### src/rtl/fb_scanout.sv
// Framebuffer scan-out address engine: issues BRAM read addresses READ_LAT cycles
// ahead of the pixel, with 2^SCALE_SHIFT replication and frame-synchronous bank swap.
module fb_scanout #(
  parameter int H_RES       = 800,
  parameter int V_RES       = 600,
  parameter int ADDR_WIDTH  = 20,
  parameter int READ_LAT    = 3,
  parameter int SCALE_SHIFT = 0,
  parameter int BANK1_BASE  = 480000
) (
  input  logic                  CLK,
  input  logic                  RESET,
  input  logic signed [15:0]    sx,
  input  logic signed [15:0]    sy,
  input  logic                  frame,
  input  logic                  swap_req,
  output logic [ADDR_WIDTH-1:0] addr,
  output logic                  addr_en,
  output logic                  pix_valid,
  output logic                  bank,
  output logic                  swap_ack
);

  localparam logic [ADDR_WIDTH-1:0] W_A      = ADDR_WIDTH'(H_RES >> SCALE_SHIFT);
  localparam logic [ADDR_WIDTH-1:0] BASE1    = ADDR_WIDTH'(BANK1_BASE);
  localparam logic signed [15:0]    SX_FIRST = 16'(-READ_LAT);
  localparam logic signed [15:0]    SX_LAST  = 16'(H_RES - READ_LAT - 1);
  localparam logic signed [15:0]    SY_LAST  = 16'(V_RES - 1);
  localparam logic [2:0]            SUB_MAX  = 3'((1 << SCALE_SHIFT) - 1);
  localparam logic [15:0]           Y_MASK   = 16'((1 << SCALE_SHIFT) - 1);

  logic                  pending_reg;
  logic                  armed_reg;
  logic [ADDR_WIDTH-1:0] col_reg;
  logic [2:0]            sub_reg;
  logic [ADDR_WIDTH-1:0] line_base_reg;

  logic                  in_window;
  logic                  line_start;
  logic                  line_end;
  logic                  row_done;
  logic                  issue;
  logic                  do_swap;
  logic                  bank_next;
  logic [15:0]           sy_u;
  logic [ADDR_WIDTH-1:0] col_cur;
  logic [2:0]            sub_cur;

  assign sy_u       = sy;
  assign in_window  = (sy >= 16'sd0) && (sy <= SY_LAST) && (sx >= SX_FIRST) && (sx <= SX_LAST);
  assign line_start = (sx == SX_FIRST);
  assign line_end   = (sx == SX_LAST);
  // The last line of each replicated row group moves the base on; others repeat the row.
  assign row_done   = ((sy_u & Y_MASK) == Y_MASK);
  assign issue      = armed_reg && in_window;
  assign do_swap    = frame && (pending_reg || swap_req);
  assign bank_next  = bank ^ do_swap;
  assign col_cur    = line_start ? '0 : col_reg;
  assign sub_cur    = line_start ? '0 : sub_reg;

  always_ff @(posedge CLK or posedge RESET) begin
    if (RESET) begin
      addr          <= '0;
      addr_en       <= 1'b0;
      bank          <= 1'b0;
      swap_ack      <= 1'b0;
      pending_reg   <= 1'b0;
      armed_reg     <= 1'b0;
      col_reg       <= '0;
      sub_reg       <= '0;
      line_base_reg <= '0;
    end else begin
      swap_ack <= do_swap;
      addr_en  <= issue;
      if (frame) begin
        armed_reg     <= 1'b1;
        pending_reg   <= 1'b0;
        bank          <= bank_next;
        line_base_reg <= bank_next ? BASE1 : '0;
      end else begin
        pending_reg <= pending_reg | swap_req;
        if (issue && line_end && row_done)
          line_base_reg <= line_base_reg + W_A;
      end
      if (issue) begin
        addr <= line_base_reg + col_cur;
        if (sub_cur == SUB_MAX) begin
          col_reg <= col_cur + 1'b1;
          sub_reg <= '0;
        end else begin
          col_reg <= col_cur;
          sub_reg <= sub_cur + 3'd1;
        end
      end
    end
  end

  // addr_en already carries one cycle of the read latency; the rest is a shift chain.
  generate
    if (READ_LAT == 1) begin : g_no_dly
      assign pix_valid = addr_en;
    end else begin : g_dly
      logic [READ_LAT-2:0] vld_pipe_reg;
      always_ff @(posedge CLK or posedge RESET) begin
        if (RESET) begin
          vld_pipe_reg <= '0;
        end else begin
          vld_pipe_reg[0] <= addr_en;
          for (int i = 1; i < READ_LAT - 1; i++)
            vld_pipe_reg[i] <= vld_pipe_reg[i-1];
        end
      end
      assign pix_valid = vld_pipe_reg[READ_LAT-2];
    end
  endgenerate

endmodule
### config.mk
export PLATFORM = sky130hd
export DESIGN_NAME = fb_scanout
export DESIGN_NICKNAME = d
export VERILOG_FILES = /design/src/rtl/fb_scanout.sv
export SDC_FILE = /design/constraint.sdc
export NUM_CORES = 1
export LEC_CHECK = 0
export CAP_MARGIN = 20
export CELL_PAD_IN_SITES_DETAIL_PLACEMENT = 1
export CELL_PAD_IN_SITES_GLOBAL_PLACEMENT = 1
export CORE_UTILIZATION = 44
export DETAILED_ROUTE_END_ITERATION = 8
export GPL_ROUTABILITY_DRIVEN = 0
export HOLD_SLACK_MARGIN = 0.15
export PLACE_DENSITY_LB_ADDON = 0.08
export SYNTH_ARGS = -nofsm -noshare
export SYNTH_HDL_FRONTEND = slang
export SYNTH_SLANG_ARGS = --single-unit
### constraint.sdc
create_clock -name CLK -period 7.1 [get_ports CLK]
set_input_delay 1.42 -clock CLK [delete_from_list [all_inputs] [get_ports CLK]]
set_output_delay 1.42 -clock CLK [all_outputs]
set_load 0.03 [all_outputs]
==> reports/metrics.yaml <==
drt_iter0_markers: 118
fillCellCount: 976
ir_drop_mv: 0.143
synth.yosys.seq_area_share_pct: 42.4
mean_instance_size_in_the_synthesized_netlist_um2: 9.03
drcViolationCount: 0
global_route_wire_length_before_repair_mm: 16.4
fp.dieArea_um2: 9100
share_seq_of_total_power_pct: 45.9
worst_setup_hold_path_clk_slew_ns: 0.07
antenna-diode-count: 0
utilization_pct: 55.7
clkSinkCount: 65
final_cells: 584
worstHoldPathType: "register to register"
netlist-cell-type-count: 59
critical_path.max_stage_delay_ns: 0.55
portBuffers: 56
worst-setup-path-type: "primary input to register"
critical_path.startpoint_type: "primary input"
critical-path-top-cell-by-count: "sky130_fd_sc_hd__a21oi_2"
critical_path_fanouts_max: 12
avgViaCountPerCell: 5.52
total_power_density_per_cell_area_nw_per_um2: 193
ys.warnings.count: 0
clock_tree.htree_level_count: 3
preCtsSetupSlack_ns: 1.47
yosys.area.top_type: "sky130_fd_sc_hd__dfrtp_1"
initial_core_util_pct: 46.0
power_uw: 895
netlist_area_um2: 3840
tritoncts: "built"
gr-total-overflow: 0
overall_die_height_um: 95.4
cts.path.max_buffers: 2
netSwitchingPower_uw: 237
intPower_uw: 658
setup_viol: 0
slew_headroom_pct: 43.6
fin_setup_tns_ns: 0
cts-resized-gates: 0
synthesis.instances: 425
num_cts_buffers: 9
timing.final.hold_violations: 0
cp.required_ns: 7.35
worst-endpoint-arrival_ns: 5.55
root_buffer: "sky130_fd_sc_hd__clkbuf_8"
synth_seq_cells: 65
worstSkewPairLatency_ns: 0.34
detailed_place_hpwl_mm: 7.15
dominantRegCellSynth: "sky130_fd_sc_hd__dfrtp_1"
grt_max_degree: 66
clock.fmax_mhz: 189
critical_path.slowest_cell: "sky130_fd_sc_hd__or4_4"
power_leakage_nw: 1.98
nNetsFinal: 523
synth_top_cells_by_area: "sky130_fd_sc_hd__dfrtp_1 42%, sky130_fd_sc_hd__nand2_1 7.2%, sky130_fd_sc_hd__xnor2_1 5.5%, sky130_fd_sc_hd__ha_1 3.9%, sky130_fd_sc_hd__o21ai_0 3.7%"
floorplan.die.width_um: 95.4
num_rows: 33
cp_cell_sequence: "clkdlybuf4s50_1 > nand4_1 > or4_4 > nand2b_1 > and2_1 > ha_1 > nand2_1 > or4_1 > a21oi_2 > o31ai_2 > o211ai_2 > a221o_2 > a21oi_2 > o21a_1 > nor3_1"
synth_fp_nets: 473
routedWlPerCell_um: 16.5
fraction_of_layout_cells_with_a_size_suffix_above_1_pct: 8.56
worst_setup_path_end_kind: "register"
finish.instance_area_um2: 4650
synth_enable_flop_cells: 0
final.setup.worst_slack_ns: 1.80
antenna_found_initial: 0
grt_use_total_pct: 23.6
postCtsHoldBufs: 0
cts_setup_buffers: 0
routed-via-count: 3221
run_status: "finished, final reports clean"
swShare_pct: 26.4
remaining_number_of_nets_flagged_by_the_antenna_check_after_routing: 0
rsz0062_at_grt: "false"
drtPass1Iterations: 4
drt-total-wl_mm: 9.61
placedInstanceArea_um2: 4430
placed_cells: 569
synthArstFlopShare_pct: 100
final_min_period_over_clock_period_pct: 74.6
final-max-slew-violation-count: 0
synth_top_area_share_pct: 42.4
cap_viol_max_count: 0
area_delta_synth_final_pct: 21.2
design.core.area_um2: 8340
boundaryPins: 60
final.setup_skew_ns: 0.0109
worst_max_slew_pin_slew_ns: 0.847
timing.hold.ws_ns: 0.358
combPwrFrac_pct: 15.2
power.clock.fraction_pct: 38.9
period_minus_slack_ns: 5.30
first_global_vias: 3479
-- layer usage --
layer,global-route usage (%),share of wire [%],vias up
met5,0,0,-
met4,7.59,1.5,0
met3,4.31,3.3,12
met2,40.5,50,73
met1,29.9,45,1567
li1,-,-,1569
-- power groups by stage --
| stage | combinational [mW] | sequential, mW | clock [mW] |
|---|---|---|---|
| 6_report | 0.136 | 0.411 | 0.348 |
| 5_1_grt | 0.152 | 0.414 | 0.372 |
| 4_1_cts | 0.138 | 0.410 | 0.357 |
| 3_5_place_dp | 0.136 | 0.418 | 0 |
| 3_3_place_gp | 0.131 | 0.416 | 0 |
| 2_1_floorplan | 0.0841 | 0.417 | 0 |
-- worst paths after layout --
kind,from,to,slack (ns),cells after the start
min,g_dly.vld_pipe_reg[0],g_dly.vld_pipe_reg[1],0.36,0
max reg2reg,armed_reg,col_reg[14],4.01,11
min in group asynchronous,RESET,addr[15],1.66,3
min reg2reg,g_dly.vld_pipe_reg[0],g_dly.vld_pipe_reg[1],0.36,0
max in group asynchronous,RESET,col_reg[9],4.88,3
max,sx[8],addr[18],1.80,15
-- layout make-up --
class | instances | area, um^2 | share of cell area (%)
clock inverters | 5 | 80.1 | 1.72
repair buffers | 59 | 583 | 12.5
flip-flops and latches | 65 | 1630 | 35.0
clock buffers | 10 | 138 | 2.96
well taps | 105 | 131 | 2.83
inverters | 12 | 45.0 | 0.969
multi-input cells | 328 | 2040 | 44.0
-- Yosys cell counts (3+ instances only) --
cell,instances
sky130_fd_sc_hd__nor2_1,36
sky130_fd_sc_hd__nand3_1,20
sky130_fd_sc_hd__xnor2_1,24
sky130_fd_sc_hd__buf_4,4
sky130_fd_sc_hd__dfrtp_1,65
sky130_fd_sc_hd__buf_6,4
sky130_fd_sc_hd__a21oi_1,18
sky130_fd_sc_hd__o21ai_1,4
sky130_fd_sc_hd__mux2_2,3
sky130_fd_sc_hd__a21o_1,5
sky130_fd_sc_hd__inv_1,12
sky130_fd_sc_hd__nand2_1,74
sky130_fd_sc_hd__mux2i_1,4
sky130_fd_sc_hd__nor3_1,5
sky130_fd_sc_hd__o21a_1,5
sky130_fd_sc_hd__and2_1,10
sky130_fd_sc_hd__and3_1,8
sky130_fd_sc_hd__ha_1,12
sky130_fd_sc_hd__xor2_1,12
sky130_fd_sc_hd__nand4_1,5
sky130_fd_sc_hd__or3_1,3
sky130_fd_sc_hd__o21ai_0,28
sky130_fd_sc_hd__nor2b_1,4
sky130_fd_sc_hd__clkbuf_1,10
sky130_fd_sc_hd__nor4_1,4
sky130_fd_sc_hd__o22a_1,3
sky130_fd_sc_hd__a31oi_1,3
-- kinds of logic (layout without fill, tap and decap cells) --
group	Yosys count	in the layout	share of synthesized area [%]
AND/OR/NAND/NOR	187	187	24.5
AO/OA/AOI/OAI	85	85	14.5
flip-flops	65	65	42.4
XOR/XNOR	36	36	8.22
buffers and inverters	32	86	4.31
adder cells (fa/ha/maj)	13	13	4.17
multiplexers	7	7	1.92
-- worst max-delay path, delay by kind of cell --
family | cells | cell delay [ns]
AND/OR/NAND/NOR | 7 | 2.15
adder cells (fa/ha/maj) | 1 | 0.33
AO/OA/AOI/OAI | 6 | 1.13
buffers and inverters | 1 | 0.51
-- layout by cell type (no fill, tap or decap), types with 2 or more instances in the layout --
| cell type | count |
|---|---|
| sky130_fd_sc_hd__clkdlybuf4s50_1 | 56 |
| sky130_fd_sc_hd__nor2b_1 | 4 |
| sky130_fd_sc_hd__nand2_1 | 74 |
| sky130_fd_sc_hd__or3_1 | 3 |
| sky130_fd_sc_hd__nor4_4 | 2 |
| sky130_fd_sc_hd__nand2b_1 | 2 |
| sky130_fd_sc_hd__nor2_1 | 36 |
| sky130_fd_sc_hd__xor2_1 | 12 |
| sky130_fd_sc_hd__a21oi_1 | 18 |
| sky130_fd_sc_hd__nand3_2 | 2 |
| sky130_fd_sc_hd__o22a_1 | 3 |
| sky130_fd_sc_hd__mux2_2 | 3 |
| sky130_fd_sc_hd__nor3_1 | 5 |
| sky130_fd_sc_hd__ha_1 | 12 |
| sky130_fd_sc_hd__and3_1 | 8 |
| sky130_fd_sc_hd__o21ai_1 | 4 |
| sky130_fd_sc_hd__a211o_1 | 2 |
| sky130_fd_sc_hd__a211oi_1 | 2 |
| sky130_fd_sc_hd__nand4_1 | 5 |
| sky130_fd_sc_hd__xnor2_1 | 24 |
| sky130_fd_sc_hd__inv_1 | 11 |
| sky130_fd_sc_hd__a31oi_1 | 3 |
| sky130_fd_sc_hd__a21o_1 | 5 |
| sky130_fd_sc_hd__clkbuf_8 | 10 |
| sky130_fd_sc_hd__clkinvlp_4 | 2 |
| sky130_fd_sc_hd__mux2i_1 | 4 |
| sky130_fd_sc_hd__nor4_1 | 4 |
| sky130_fd_sc_hd__o21a_1 | 5 |
| sky130_fd_sc_hd__o31ai_1 | 2 |
| sky130_fd_sc_hd__a21oi_2 | 2 |
| sky130_fd_sc_hd__nand3_1 | 20 |
| sky130_fd_sc_hd__o21ai_0 | 28 |
| sky130_fd_sc_hd__and2_1 | 10 |
| sky130_fd_sc_hd__buf_4 | 3 |
| sky130_fd_sc_hd__dfrtp_1 | 65 |
| sky130_fd_sc_hd__bufinv_16 | 2 |
Note: power is estimated with default switching activity, not from simulation.
==> edit 1 (same settings) <==
The parameter `ADDR_WIDTH` goes from 20 to 28.
--- a/src/rtl/fb_scanout.sv
+++ b/src/rtl/fb_scanout.sv
@@ -3,7 +3,7 @@
 module fb_scanout #(
   parameter int H_RES       = 800,
   parameter int V_RES       = 600,
-  parameter int ADDR_WIDTH  = 20,
+  parameter int ADDR_WIDTH  = 28,
   parameter int READ_LAT    = 3,
   parameter int SCALE_SHIFT = 0,
   parameter int BANK1_BASE  = 480000
Interface: changed (resized addr); port bits go from 60 to 68. No check against the original RTL was run, so the function may have changed too.
==> edit 1 against the original RTL <==
- final area increased by 45%
- register-to-register slack got worse by 340 ps
- combinational power is 38% higher
- worst hold slack worse by 0.94 ps
- sequential cell count rose by 24
- critical path type unchanged
- setup slack lost 280 ps
- power is 42% higher
- area after synthesis rose by 48%
- routed wire length grew 68%
- global-route usage grew 2.1 points
- largest power group unchanged
- largest cell class unchanged
- clock skew shrank 5.5 ps
==> edit 1: results (changes against the original RTL) <==
{| class="wikitable"
! Metric !! Value
|-
| Outcome || finished clean (unchanged)
|-
| Met2 global-route usage || 0.444 (was 0.405)
|-
| Maximum vdd drop || 0.121 mV (was 0.143 mV)
|-
| Vias in the first global route || 5161 (was 3479)
|-
| Crit path largest cell delay || 580 ps (was 550 ps)
|-
| Count of input and output buffers || 64 (was 56)
|-
| Leakage power || 2.67 nW (was 1.98 nW)
|-
| Syn Nets || 736 (was 473)
|-
| Net switching power of the design || 371 uW (was 237 uW)
|-
| Post-synth top cells || 107 x nand2_1, 89 x dfrtp_1, 61 x nor2_1 (was 74 x nand2_1, 65 x dfrtp_1, 36 x nor2_1)
|-
| Wire length of the first global-routing pass || 26600 um (was 16400 um)
|-
| Power in the clock group || 492 uW (was 348 uW)
|-
| GR Layer Usage met1 || 0.333 (was 0.299)
|-
| Met3 global-route usage || 0.0329 (was 0.0431)
|-
| Critical Path AT || 5800 ps (was 5550 ps)
|-
| Fillcell total || 1540 (was 976)
|-
| Total power consumption of the routed design || 1.27 mW (was 895 uW)
|-
| Fraction of final layout cells sized beyond drive strength 1 || 0.0492 (was 0.0856)
|-
| Avg WL per Cell || 17.9 um (was 16.5 um)
|-
| Final-stage net count || 773 (was 523)
|-
| Half-perimeter wire length of the detailed placement result || 12100 um (was 7150 um)
|-
| Leading post-synthesis cells by cell area || dfrtp_1 39%, nand2_1 7.1%, xnor2_1 6.3% (was dfrtp_1 42%, nand2_1 7.2%, xnor2_1 5.5%)
|-
| Unique masters post-synth || 58 (was 59)
|-
| Worst-case register-to-register setup slack || 3670 ps (was 4010 ps)
|-
| Cell area after placement || 0.00642 mm2 (was 0.00443 mm2)
|-
| Maximum fanout count along the critical path || 7 (was 12)
|-
| Register area share after synthesis || 0.392 (was 0.424)
|-
| Destination of the worst register-to-register timing path || col_reg[21] (was col_reg[14])
|-
| Pin count of the biggest net entering global routing || 64 (was 66)
|-
| Cell chosen for the clock root || clkbuf_16 (was clkbuf_8)
|-
| Worst setup path endpoint || col_reg[20] (was addr[18])
|-
| Total track usage || 0.257 (was 0.236)
|-
| Portion of total power attributed to sequential cells || 0.466 (was 0.459)
|-
| Setup slack after placement || 1200 ps (was 1470 ps)
|-
| Sum of met2 wire segment lengths after detailed routing || 8010 um (was 4780 um)
|}
==> edit 1: final cells by class <==
cell class | instances | area, um2 | area share
Inverter | 22 | 83.8 | 0.0125
Clock buffer | 12 | 246 | 0.0367
Tap cell | 172 | 215 | 0.0320
Multi-Input combinational cell | 534 | 3210 | 0.477
Sequential cell | 89 | 2230 | 0.331
Timing Repair Buffer | 71 | 693 | 0.103
Clock inverter | 4 | 52.6 | 0.00782
==> edit 1: stage by stage <==
step	hold slack, ps	instances
final	357	904
after global routing	363	904
after CTS	362	904
after detailed placement	347	888
after global placement	334	888
after floorplan	331	690
==> edit 1: cell families after synthesis <==
| family | count (synthesis) | synth area share |
|---|---|---|
| buffers and inverters | 67 | 0.0451 |
| and+or+nand+nor | 285 | 0.240 |
| xor gates and xnor gates | 71 | 0.109 |
| muxes | 5 | 0.00880 |
| DFF | 89 | 0.392 |
| AOI/OAI and AO/OA | 157 | 0.173 |
| adders and majority gates | 16 | 0.0326 |
==> edit 2 (same settings) <==
Without the edit above. Make the reset (`RESET`) synchronous in 2 clocked blocks.
--- a/src/rtl/fb_scanout.sv
+++ b/src/rtl/fb_scanout.sv
@@ -58,7 +58,7 @@
   assign col_cur    = line_start ? '0 : col_reg;
   assign sub_cur    = line_start ? '0 : sub_reg;
 
-  always_ff @(posedge CLK or posedge RESET) begin
+  always_ff @(posedge CLK) begin
     if (RESET) begin
       addr          <= '0;
       addr_en       <= 1'b0;
@@ -101,7 +101,7 @@
       assign pix_valid = addr_en;
     end else begin : g_dly
       logic [READ_LAT-2:0] vld_pipe_reg;
-      always_ff @(posedge CLK or posedge RESET) begin
+      always_ff @(posedge CLK) begin
         if (RESET) begin
           vld_pipe_reg <= '0;
         end else begin
Check against the original RTL: differs if RESET is asserted again (counterexample within 4 cycles, from zero or initial values and one cycle with RESET high); with RESET held inactive, the same outputs for 10 cycles.
==> edit 2 against the original RTL <==
- setup slack improved by 160 ps
- area after synthesis fell by 1.6%
- final area down 1.2%
- cell count grew 9.1%
- routed wire length increased by 6.6%
- critical path depth unchanged
- maximum frequency increased by 3.2%
- first-iteration DRC count fell by 2.5%
- die area fell by 1.5%
- core utilization decreased by 0.12 points
- sequential cell count is the same
- largest cell class unchanged
Power is not compared: it rests on default switching activity, and its combinational part moved more than twofold at a synthesized area within 25%.
==> edit 2: results (changes against the original RTL) <==
{| class="wikitable"
! Metric !! Value
|-
| Number of warnings issued by yosys || 0 (unchanged)
|-
| Startpoint of the worst register-to-register path || sub_reg[0] (was armed_reg)
|-
| Postcts setup bufs || 0 (unchanged)
|-
| Cell Count, Final, Fillers Out || 637 (was 584)
|-
| Share of the cycle needed by the critical path after routing || 0.723 (was 0.746)
|-
| Startpoint of the worst hold path || g_dly.vld_pipe_reg[0] (unchanged)
|-
| First-pass detailed-route iteration total || 4 (unchanged)
|-
| Fillcell total || 1013 (was 976)
|-
| Half-perimeter wire length of the detailed placement result || 7200 um (was 7150 um)
|-
| Total number of vias || 3683 (was 3221)
|-
| Most used flip-flop cell after synthesis || dfxtp_1 (was dfrtp_1)
|-
| Count of instances resized after the clock tree is built || 0 (unchanged)
|-
| Final-stage net count || 575 (was 523)
|-
| Worst-case register-to-register setup slack || 4110 ps (was 4010 ps)
|-
| Avg WL per Cell || 16.1 um (was 16.5 um)
|-
| Endpoint of the worst hold path || g_dly.vld_pipe_reg[1] (unchanged)
|-
| Worst skew pair latency || 350 ps
|-
| Leading post-synthesis cells by cell area || dfxtp_1 34%, a21oi_1 6.9%, o21ai_0 4.9% (was dfrtp_1 42%, nand2_1 7.2%, xnor2_1 5.5%)
|-
| Placed cell count || 621 (was 569)
|-
| Syn Nets || 536 (was 473)
|-
| Post-Route Skew || 13.7 ps (was 10.9 ps)
|-
| Iter 0 DRT Violations || 115 (was 118)
|-
| Pin count of the biggest net entering global routing || 60 (was 66)
|-
| Post-synth top cells || 65 x dfxtp_1, 52 x a21oi_1, 46 x nor2_1 (was 74 x nand2_1, 65 x dfrtp_1, 36 x nor2_1)
|-
| Unique masters post-synth || 58 (was 59)
|-
| Outcome || finished clean (unchanged)
|-
| Fraction of final layout cells sized beyond drive strength 1 || 0.0658 (was 0.0856)
|-
| Critical Path AT || 5340 ps (was 5550 ps)
|-
| Slew at the pin closest to its max-slew limit || 645 ps (was 847 ps)
|-
| Worst-path cell with the longest stage delay || clkdlybuf4s50_1 (was or4_4)
|-
| Register area share after synthesis || 0.345 (was 0.424)
|-
| Destination of the worst register-to-register timing path || col_reg[19] (was col_reg[14])
|-
| Setup slack after placement || 1600 ps (was 1470 ps)
|-
| Total track usage || 0.251 (was 0.236)
|-
| Count of input and output buffers || 56 (unchanged)
|-
| Fraction of registers with async set or reset after synthesis || 0 (was 1.00)
|-
| Maximum fanout count along the critical path || 8 (was 12)
|-
| Crit path largest cell delay || 460 ps (was 550 ps)
|-
| Wire length of the first global-routing pass || 17800 um (was 16400 um)
|-
| Maximum vdd drop || 0.0867 mV
|-
| Post-synthesis average cell area || 7.74 um2 (was 9.03 um2)
|-
| Cell area after placement || 0.00437 mm2 (was 0.00443 mm2)
|-
| Hold Path Depth || 1 (was 0)
|-
| Worst Hold Slack || 448 ps (was 358 ps)
|-
| Leakage power || 1.57 nW
|}
## edit 2: critical path, delay by kind of cell
family        cells  cell delay (ps)
xor+xnor          1              180
buf+inv           1              460
simple gates     12             3000
fa+ha+maj         1              260
## edit 2: worst max-delay path by stage
stage	to
after CTS	col_reg[19]
after global routing	col_reg[19]
final	col_reg[19]
after global placement	col_reg[19]
after floorplan	col_reg[19]
after detailed placement	col_reg[19]
## edit 2: logic make-up (layout without fill, tap and decap cells)
kind of cell,after synthesis,in the layout,synth area share
compound gates,127,127,0.200
xor+xnor,23,23,0.0533
fa+ha+maj,13,13,0.0424
buf+inv,43,87,0.0444
flops,65,65,0.345
mux,2,2,0.00663
simple gates,215,215,0.309
## edit 2: where the power goes
part           switching [mW]  total, mW  internal [mW]
Sequential            0.00450      0.373          0.368
Clock                   0.156      0.354          0.198
Combinational          0.0292     0.0582         0.0290
## edit 2: final cells by class
cell class | instances | area [um2] | area share
clock inverters | 7 | 95.1 | 0.0207
inverters | 10 | 37.5 | 0.00817
flip-flops and latches | 65 | 1300 | 0.283
well taps | 105 | 131 | 0.0286
clock buffers | 9 | 124 | 0.0270
repair buffers | 61 | 593 | 0.129
multi-input cells | 380 | 2310 | 0.503
## edit 2: per-layer routing
layer	part of all wire	track usage
met5	0	0
met2	0.47	0.404
met1	0.49	0.341
met3	0.029	0.0386
met4	0.016	0.0859
